--- config.mk ---
export PLATFORM = sky130hd
export DESIGN_NAME = regfile_wb_sched
export DESIGN_NICKNAME = d
export VERILOG_FILES = /design/src/rtl/regfile_pkg.sv /design/src/rtl/regfile_wb_sched_arb.sv /design/src/rtl/regfile_wb_sched.sv
export SDC_FILE = /design/constraint.sdc
export NUM_CORES = 1
export LEC_CHECK = 0
export CORE_MARGIN = 2
export CORE_UTILIZATION = 37
export DETAILED_ROUTE_END_ITERATION = 8
export MAX_ROUTING_LAYER = met4
export PLACE_DENSITY = 0.8
export SLEW_MARGIN = 5
export SYNTH_ARGS = -nofsm -noshare
export SYNTH_HDL_FRONTEND = slang
export SYNTH_SLANG_ARGS = --single-unit
--- constraint.sdc ---
create_clock -name clk -period 2.8 [get_ports clk]
set_clock_uncertainty 0.1 [all_clocks]
set_input_delay 0.7 -clock clk [delete_from_list [all_inputs] [get_ports clk]]
set_output_delay 0.7 -clock clk [all_outputs]
set_load 0.1 [all_outputs]
--- src/rtl/regfile_pkg.sv ---
// Shared register-file geometry for the RV32E write-back path.
package regfile_pkg;

   localparam int unsigned REG_AW = 4;
   localparam int unsigned NREG   = 16;
   localparam int unsigned XLEN   = 32;
   localparam logic [REG_AW-1:0] REG_ZERO = 4'h0;

endpackage : regfile_pkg

--- src/rtl/regfile_wb_sched_arb.sv ---
// Round-robin arbiter: search starts at the pointer, first requester wins,
// pointer moves one past the winner on every grant.
module rr_arbiter #(
   parameter int unsigned N = 2
) (
   input  logic         clk,
   input  logic         rst_n,
   input  logic [N-1:0] req,
   output logic [N-1:0] gnt
);

   localparam int unsigned PW = (N > 1) ? $clog2(N) : 1;

   logic [PW-1:0] ptr_q;
   logic [PW-1:0] ptr_d;

   always_comb begin
      int unsigned idx;
      logic [PW-1:0] idx_p;
      logic found;
      gnt   = '0;
      ptr_d = ptr_q;
      found = 1'b0;
      idx   = 0;
      idx_p = '0;
      for (int unsigned k = 0; k < N; k++) begin
         idx = 32'(ptr_q) + k;
         if (idx >= N) idx = idx - N;
         idx_p = PW'(idx);
         if (!found && req[idx_p]) begin
            found      = 1'b1;
            gnt[idx_p] = 1'b1;
            ptr_d      = (idx == N - 1) ? '0 : PW'(idx + 1);
         end
      end
   end

   always_ff @(posedge clk or negedge rst_n) begin
      if (!rst_n) ptr_q <= '0;
      else        ptr_q <= ptr_d;
   end

endmodule : rr_arbiter

--- src/rtl/regfile_wb_sched.sv ---
// Write-back scheduler and scoreboard: arbitrates write-back sources onto the
// single register-file write port and stalls issue on RAW/WAW hazards.
module regfile_wb_sched
   import regfile_pkg::*;
#(
   parameter int unsigned NREQ = 2,
   parameter int unsigned AW   = REG_AW,
   parameter int unsigned DW   = XLEN
) (
   input  logic                 clk,
   input  logic                 rst_n,
   input  logic                 issue_valid,
   input  logic [AW-1:0]        issue_rs1,
   input  logic [AW-1:0]        issue_rs2,
   input  logic [AW-1:0]        issue_rd,
   input  logic                 issue_rd_wen,
   output logic                 issue_ready,
   input  logic [NREQ-1:0]      wb_valid,
   input  logic [NREQ*AW-1:0]   wb_addr,
   input  logic [NREQ*DW-1:0]   wb_data,
   output logic [NREQ-1:0]      wb_ready,
   output logic                 rf_wen,
   output logic [AW-1:0]        rf_waddr,
   output logic [DW-1:0]        rf_wdata,
   output logic [(1<<AW)-1:0]   busy,
   output logic                 wb_err
);

   localparam int unsigned NB = 1 << AW;

   logic [NB-1:0] busy_q, busy_d;
   logic          rf_wen_q, rf_wen_d;
   logic [AW-1:0] rf_waddr_q, rf_waddr_d;
   logic [DW-1:0] rf_wdata_q, rf_wdata_d;
   logic          wb_err_q, wb_err_d;
   logic [AW-1:0] sel_addr;
   logic [DW-1:0] sel_data;
   logic          any_gnt;
   logic          set_en;

   rr_arbiter #(.N(NREQ)) u_arb (
      .clk   (clk),
      .rst_n (rst_n),
      .req   (wb_valid),
      .gnt   (wb_ready)
   );

   assign issue_ready = !(busy_q[issue_rs1] | busy_q[issue_rs2] |
                          (issue_rd_wen & busy_q[issue_rd]));
   assign set_en      = issue_valid & issue_ready & issue_rd_wen &
                        (issue_rd != AW'(REG_ZERO));
   assign any_gnt     = |wb_ready;

   // Mux the granted requester's payload onto the write port.
   always_comb begin
      sel_addr = '0;
      sel_data = '0;
      for (int i = 0; i < int'(NREQ); i++) begin
         if (wb_ready[i]) begin
            sel_addr = wb_addr[i*AW +: AW];
            sel_data = wb_data[i*DW +: DW];
         end
      end
   end

   always_comb begin
      busy_d     = busy_q;
      rf_wen_d   = 1'b0;
      rf_waddr_d = rf_waddr_q;
      rf_wdata_d = rf_wdata_q;
      wb_err_d   = wb_err_q;
      // Clear from the write committing this cycle, set from the new issue.
      if (rf_wen_q) busy_d[rf_waddr_q] = 1'b0;
      if (set_en)   busy_d[issue_rd]   = 1'b1;
      if (any_gnt && (sel_addr != AW'(REG_ZERO))) begin
         rf_wen_d   = 1'b1;
         rf_waddr_d = sel_addr;
         rf_wdata_d = sel_data;
         if (!busy_q[sel_addr]) wb_err_d = 1'b1;
      end
   end

   always_ff @(posedge clk or negedge rst_n) begin
      if (!rst_n) begin
         busy_q     <= '0;
         rf_wen_q   <= 1'b0;
         rf_waddr_q <= '0;
         rf_wdata_q <= '0;
         wb_err_q   <= 1'b0;
      end else begin
         assert (!(set_en && rf_wen_q && (issue_rd == rf_waddr_q)));
         busy_q     <= busy_d;
         rf_wen_q   <= rf_wen_d;
         rf_waddr_q <= rf_waddr_d;
         rf_wdata_q <= rf_wdata_d;
         wb_err_q   <= wb_err_d;
      end
   end

   assign busy     = busy_q;
   assign rf_wen   = rf_wen_q;
   assign rf_waddr = rf_waddr_q;
   assign rf_wdata = rf_wdata_q;
   assign wb_err   = wb_err_q;

endmodule : regfile_wb_sched

Word-level counts from Yosys, hierarchy flattened
Cells that the tools add are included.
{ "word_totals": {"ff_bits": 55, "output_inout_bits": 57, "wordCells": 86} }
{ "classes": {"n_addsub": 5, "n_lt_le_gt_ge": 13, "eq_ne": 2, "mux": 36, "bitwise_logic": 11, "n_reduce_logical": 13} }
{ "ops": {"columns": ["operator", "count"], "rows": [
  ["$mux W32", 4],
  ["$eq A32 B1 Y1 const B", 2],
  ["$ge A32 B2 Y1 const B", 1],
  ["$mux W16", 2],
  ["$sub A32 B2 Y32 const B", 1],
  ["$lt A4 B5 Y1 const B", 5],
  ["$mux W1", 18],
  ["$and A16 B16 Y16", 1],
  ["$bmux W1 S4", 4],
  ["$not A16 Y16", 1],
  ["$or A16 B16 Y16", 1],
  ["$demux W1 S4", 2],
  ["$ge A4 B1 Y1 const B", 2],
  ["$mux W4", 2],
  ["$reduce_bool A4 Y1", 2],
  ["$logic_and A1 B1 Y1", 6],
  ["$and A1 B1 Y1", 4],
  ["$lt A1 B2 Y1 const B", 2],
  ["$mux W2", 2],
  ["$sub A1 B2 Y3 const B", 1],
  ["$add A1 B1 Y1 const B", 2],
  ["$add A1 B1 Y2 const B", 1],
  ["$demux W1 S1", 2],
  ["$ge A1 B1 Y1 const B", 2],
  ["other kinds (8)", 10]
]} }

Logic depth before layout (Yosys ltp)
{ "depth": {"depth_word": 15, "depth_mapped": 9, "ltp_nobuf": 5} }

By module
Synthesis repeated with hierarchy kept, for this count alone.
{ "hier_totals": {"cells_unflattened": 328, "area_unflattened_um2": 3201.8} }
{ "by_module_without_submodules": {"columns": ["mod", "n_inst", "cells_per_inst", "area_each_um2", "seq_area_each_um2"], "rows": [
  ["regfile_wb_sched", 1, 322, 3148.0, 1351.3],
  ["rr_arbiter", 1, 6, 53.8, 25.0]
]} }

Worst setup path after synthesis
Ideal clock, no wire load.
{ "synth_timing": {"kind": "register to output", "from": "reg busy_q[15], in the netlist busy[15]", "to": "out issue_ready", "arrival_time_ps": 3479, "required_time_ps": 2000, "setup_slack_ps": -1479, "path_stages_with_launch": 5, "cell_sequence": "dfrtp_1 mux4_2 mux4_2 nor2_2 a21boi_1"} }
{ "synth_via": {"elab_chain_cells": 5, "word_cells_on_any_way": 10, "classes_between": "mux: 6; bitwise: 3; reduce/logical: 1"} }
{ "synth_lines": {"columns": ["element", "line", "rtl"], "rows": [
  ["start, declared", "regfile_wb_sched.sv:31", "logic [NB-1:0] busy_q, busy_d;"],
  ["start signal, assigned", "regfile_wb_sched.sv:92", "busy_q <= busy_d;"],
  ["$bmux W1 S4 (on tied branches)", "regfile_wb_sched.sv:48, regfile_wb_sched.sv:49", null],
  ["$mux W1 (on tied branches)", "regfile_wb_sched.sv:48, regfile_wb_sched.sv:49", null],
  ["$or A1 B1 Y1 or $and A1 B1 Y1 (tied branches)", "regfile_wb_sched.sv:48, regfile_wb_sched.sv:49", null],
  ["$or A1 B1 Y1 *", "regfile_wb_sched.sv:48", "assign issue_ready = !(busy_q[issue_rs1] | busy_q[issue_rs2] |"],
  ["$logic_not A1 Y1 *", "regfile_wb_sched.sv:48", null],
  ["end, declared", "regfile_wb_sched.sv:17", "output logic issue_ready,"]
]} }
Mark *: on every way between the ends. The rest lies on a longest branch, timed or not. The select of a mux whose other input is x is not followed.

Worst setup path after layout
{ "layout_timing": {"from": "in issue_rs2[0]", "to": "out issue_ready"} }
{ "layout_via": {"elab_chain_cells": 5} }
{ "layout_lines": {"columns": ["element", "line", "rtl"], "rows": [
  ["start, declared", "regfile_wb_sched.sv:14", "input logic [AW-1:0] issue_rs2,"],
  ["$bmux W1 S4", "regfile_wb_sched.sv:48", null],
  ["$mux W1 (implied by the code)", "regfile_wb_sched.sv:48", null],
  ["$or A1 B1 Y1 (2 in series)", "regfile_wb_sched.sv:48", null],
  ["$logic_not A1 Y1", "regfile_wb_sched.sv:48", null]
]} }
Every way passes these cells. The select of a mux whose other input is x is not followed.

==> impl_metrics.toml <==
[cts]
cts_sinks = 55
clock-root-buffer = "clkbuf_8"
cts_max_level = 2
clockBufferDepth = 2
cts_tree = "built"
cts.reportedPaths.clkPinSlew_ns = 0.09
cts_buffers = 5
clock_latency_ns = 0.31

[synth]
ys_seq_area_share_pct = 46.26
synth_top_area_cell = "dfrtp_1"
synth_top_flop_cell = "dfrtp_1"
synth_fp_nets = 378
synth_cell_types = 36
ys_ff_latch = 55
synth.top_cell.area_share_pct = 46.26
synth_area_leaders = "dfrtp_1 (46%), mux4_2 (11%), a22oi_1 (8.6%)"
synth_edf_count = 0
postSynthAreaPerCell_um2 = 10.33
syn_inst = 288
ys_warn_count = 0
synth-async-reset-ratio_pct = 100.0
syn_area_um2 = 2975

[worst_setup_path]
cp_top_family = "multiplexers"
critPathMaxFanout = 4
path_cells = "buf_8, mux4_2, mux4_2, nor2_4, a21boi_4, buf_12"
crit_slowest_cell = "mux4_2"
cpMostUsedCell = "mux4_2"
critical_path.startpoint_type = "input port"
r2r_cells = 7
required_ns = 2.00
cp.depth = 6
critPathBufInv = 2
crit_type = "input port to primary output"
worstSetupEndpointType = "primary output"
max_stage_delay_ns = 0.50
worstPathArrival_ns = 2.33

[die]
dieArea_um2 = 8775
fp.dieH_um = 93.68
core_area_um2 = 7767
start_util_pct = 38.31
die_width_um = 93.68
ios = 147
std_cell_rows = 32

[final_layout]
utilization_pct = 62.15
final_cells = 561
drive_gt1_share_pct = 33.12
register_area_um2 = 1396
antenna_cells = 0
fin_nets = 548
nFillCells = 656
area_growth_pct = 62.24
multi_input_area_um2 = 1496

[job]
max_cap_violations = 0

[global_route]
grt_use_met1_pct = 27.39
met3_usage_pct = 3.852
grtUsageMet2_pct = 40.35
grt_pass1_wl_mm = 15.01
antenna_found_initial = 0
grt_pass1_vias = 3055
grt_busiest_layer = "met2"
grt.total_usage_pct = 22.84
grt_overflow = 0
grt_max_degree = 70

[hold_path]
min_path_type = "input port to asynchronous set/reset pin"

[power_and_ir_drop]
p_clk_share_pct = 11.7
sequentialPowerShare_pct = 25.9
p_sw_share_pct = 53.75
switchingPower_mw = 2.489
p_int_mw = 2.142
cellLeakagePower_nw = 2.026
p_per_area_nw_per_um2 = 959.4
peakVddDrop_uv = 358.1
comb_power_share_pct = 62.4

[timing]
post-route-period-util_pct = 111.7
fin_ws_ns = -0.3273
worstMarginPinSlew_ns = 0.6720
slew_viol_final = 0
rsz0062_at_grt = "true"
hold_viol = 0
finalSetupViolations = 1
fmax_ghz = 0.3198
slew_headroom_pct = 55.20
fin_crit_ns = 3.127

[routing]
num_vias = 3044
via_per_inst = 5.426
drc = 0
wl_per_cell_um = 17.13
dr.pass1.iters = 4
ant_nets = 0
wl_mm = 9.611
drt_iter0_markers = 169

[placed_design]
io_buffers = 146
placed_cells = 551
routabilityCongestion = 0.8604
dp_slack_ns = -0.9500
hpwlAfterDp_mm = 7.699

[outcome]
status = "complete, but fails checks"
failed_checks = "negative setup slack"
## through the flow
stage	total power [mW]	TNS, ns	cell area [µm²]	hold WS, ns
after floorplan	3.142	-0.4205	3023	0.3044
after detailed placement	4.080	-13.31	4684	0.3714
after global routing	4.793	-0.3798	4827	0.3643
after CTS	4.636	-0.3298	4822	0.3392
final	4.631	-0.3273	4827	0.3148
after global placement	4.026	-10.94	4684	0.3637
## layout make-up
type	count	area share, %
multi-input combinational	207	31.00
clock buffer	5	1.426
timing repair buffer	184	34.66
tap	102	2.644
sequential	55	28.93
inverter	5	0.3888
clock inverter	3	0.9590
## cells in the mapped netlist (2+ instances only)
master	count
mux2i_1	5
a221oi_1	4
nor2_1	6
or2_2	2
inv_1	4
and2_1	3
dfrtp_1	55
a32oi_1	2
nand3_1	5
nand2_1	43
o21ai_0	35
buf_6	2
buf_2	7
a32o_1	2
mux4_2	15
a2111oi_0	4
a22oi_1	34
o21ai_1	27
nand2b_1	5
nand3b_1	2
clkbuf_1	11
## path summary, 6_finish.rpt
check                                  start  slack [ns]      endpoint
worst max register to register      busy[11]        0.43       busy[3]
worst min-delay path                   rst_n        0.31  rf_wdata[10]
max in group asynchronous              rst_n        1.70   rf_wdata[9]
worst min register to register  rf_wdata[10]        0.39  rf_wdata[10]
worst max-delay path            issue_rs2[0]       -0.33   issue_ready
min in group clk                rf_wdata[10]        0.39  rf_wdata[10]
## timing repair
item	CTS	global route
hold buffers	0	0
setup endpoints to repair	17	2
pin swaps	1	0
gates cloned	0	0
buffers inserted	2	1
gates resized for setup	29	1
## logic make-up (layout without fill, tap and decap cells)
group | Yosys count | count (layout) | synth area share, %
flip-flops | 55 | 55 | 46.26
AO/OA/AOI/OAI | 115 | 115 | 24.98
multiplexers | 20 | 20 | 13.04
buffers and inverters | 26 | 197 | 4.205
AND/OR/NAND/NOR | 72 | 72 | 11.52
## power groups by stage
stage,logic [mW],registers (mW),clock network (mW)
2_1_floorplan,0.638,2.50,0
3_3_place_gp,2.83,1.20,0
3_5_place_dp,2.87,1.21,0
4_1_cts,2.89,1.19,0.552
5_1_grt,3.00,1.22,0.582
6_report,2.89,1.20,0.542
## flip-flops by register name (all words and copies together), names as in the netlist
name,count
busy,16
rf_waddr,4
rf_wdata,32
rf_wen,1
u_arb.ptr_q,1
wb_err,1
## layer usage
layer	routed length, µm	vias up
met2	4953	158
met1	3671	1436
met4	164	0
met5	0	-
met3	822	14
li1	-	1436
## layout by cell type (no fill, tap or decap), drive strengths merged, types with 4 or more instances in the layout
| cell type | netlist | final |
|---|---|---|
| mux4 | 15 | 15 |
| dfrtp | 55 | 55 |
| nor2 | 7 | 7 |
| o21ai | 62 | 62 |
| clkdlybuf4s50 | 0 | 82 |
| clkbuf | 11 | 5 |
| a221oi | 4 | 4 |
| mux2i | 5 | 5 |
| nand3 | 5 | 5 |
| buf | 10 | 100 |
| inv | 5 | 6 |
| a2111oi | 4 | 4 |
| nand2b | 5 | 5 |
| nand2 | 43 | 43 |
| a22oi | 34 | 34 |
Power figures use the tool's default switching activity.
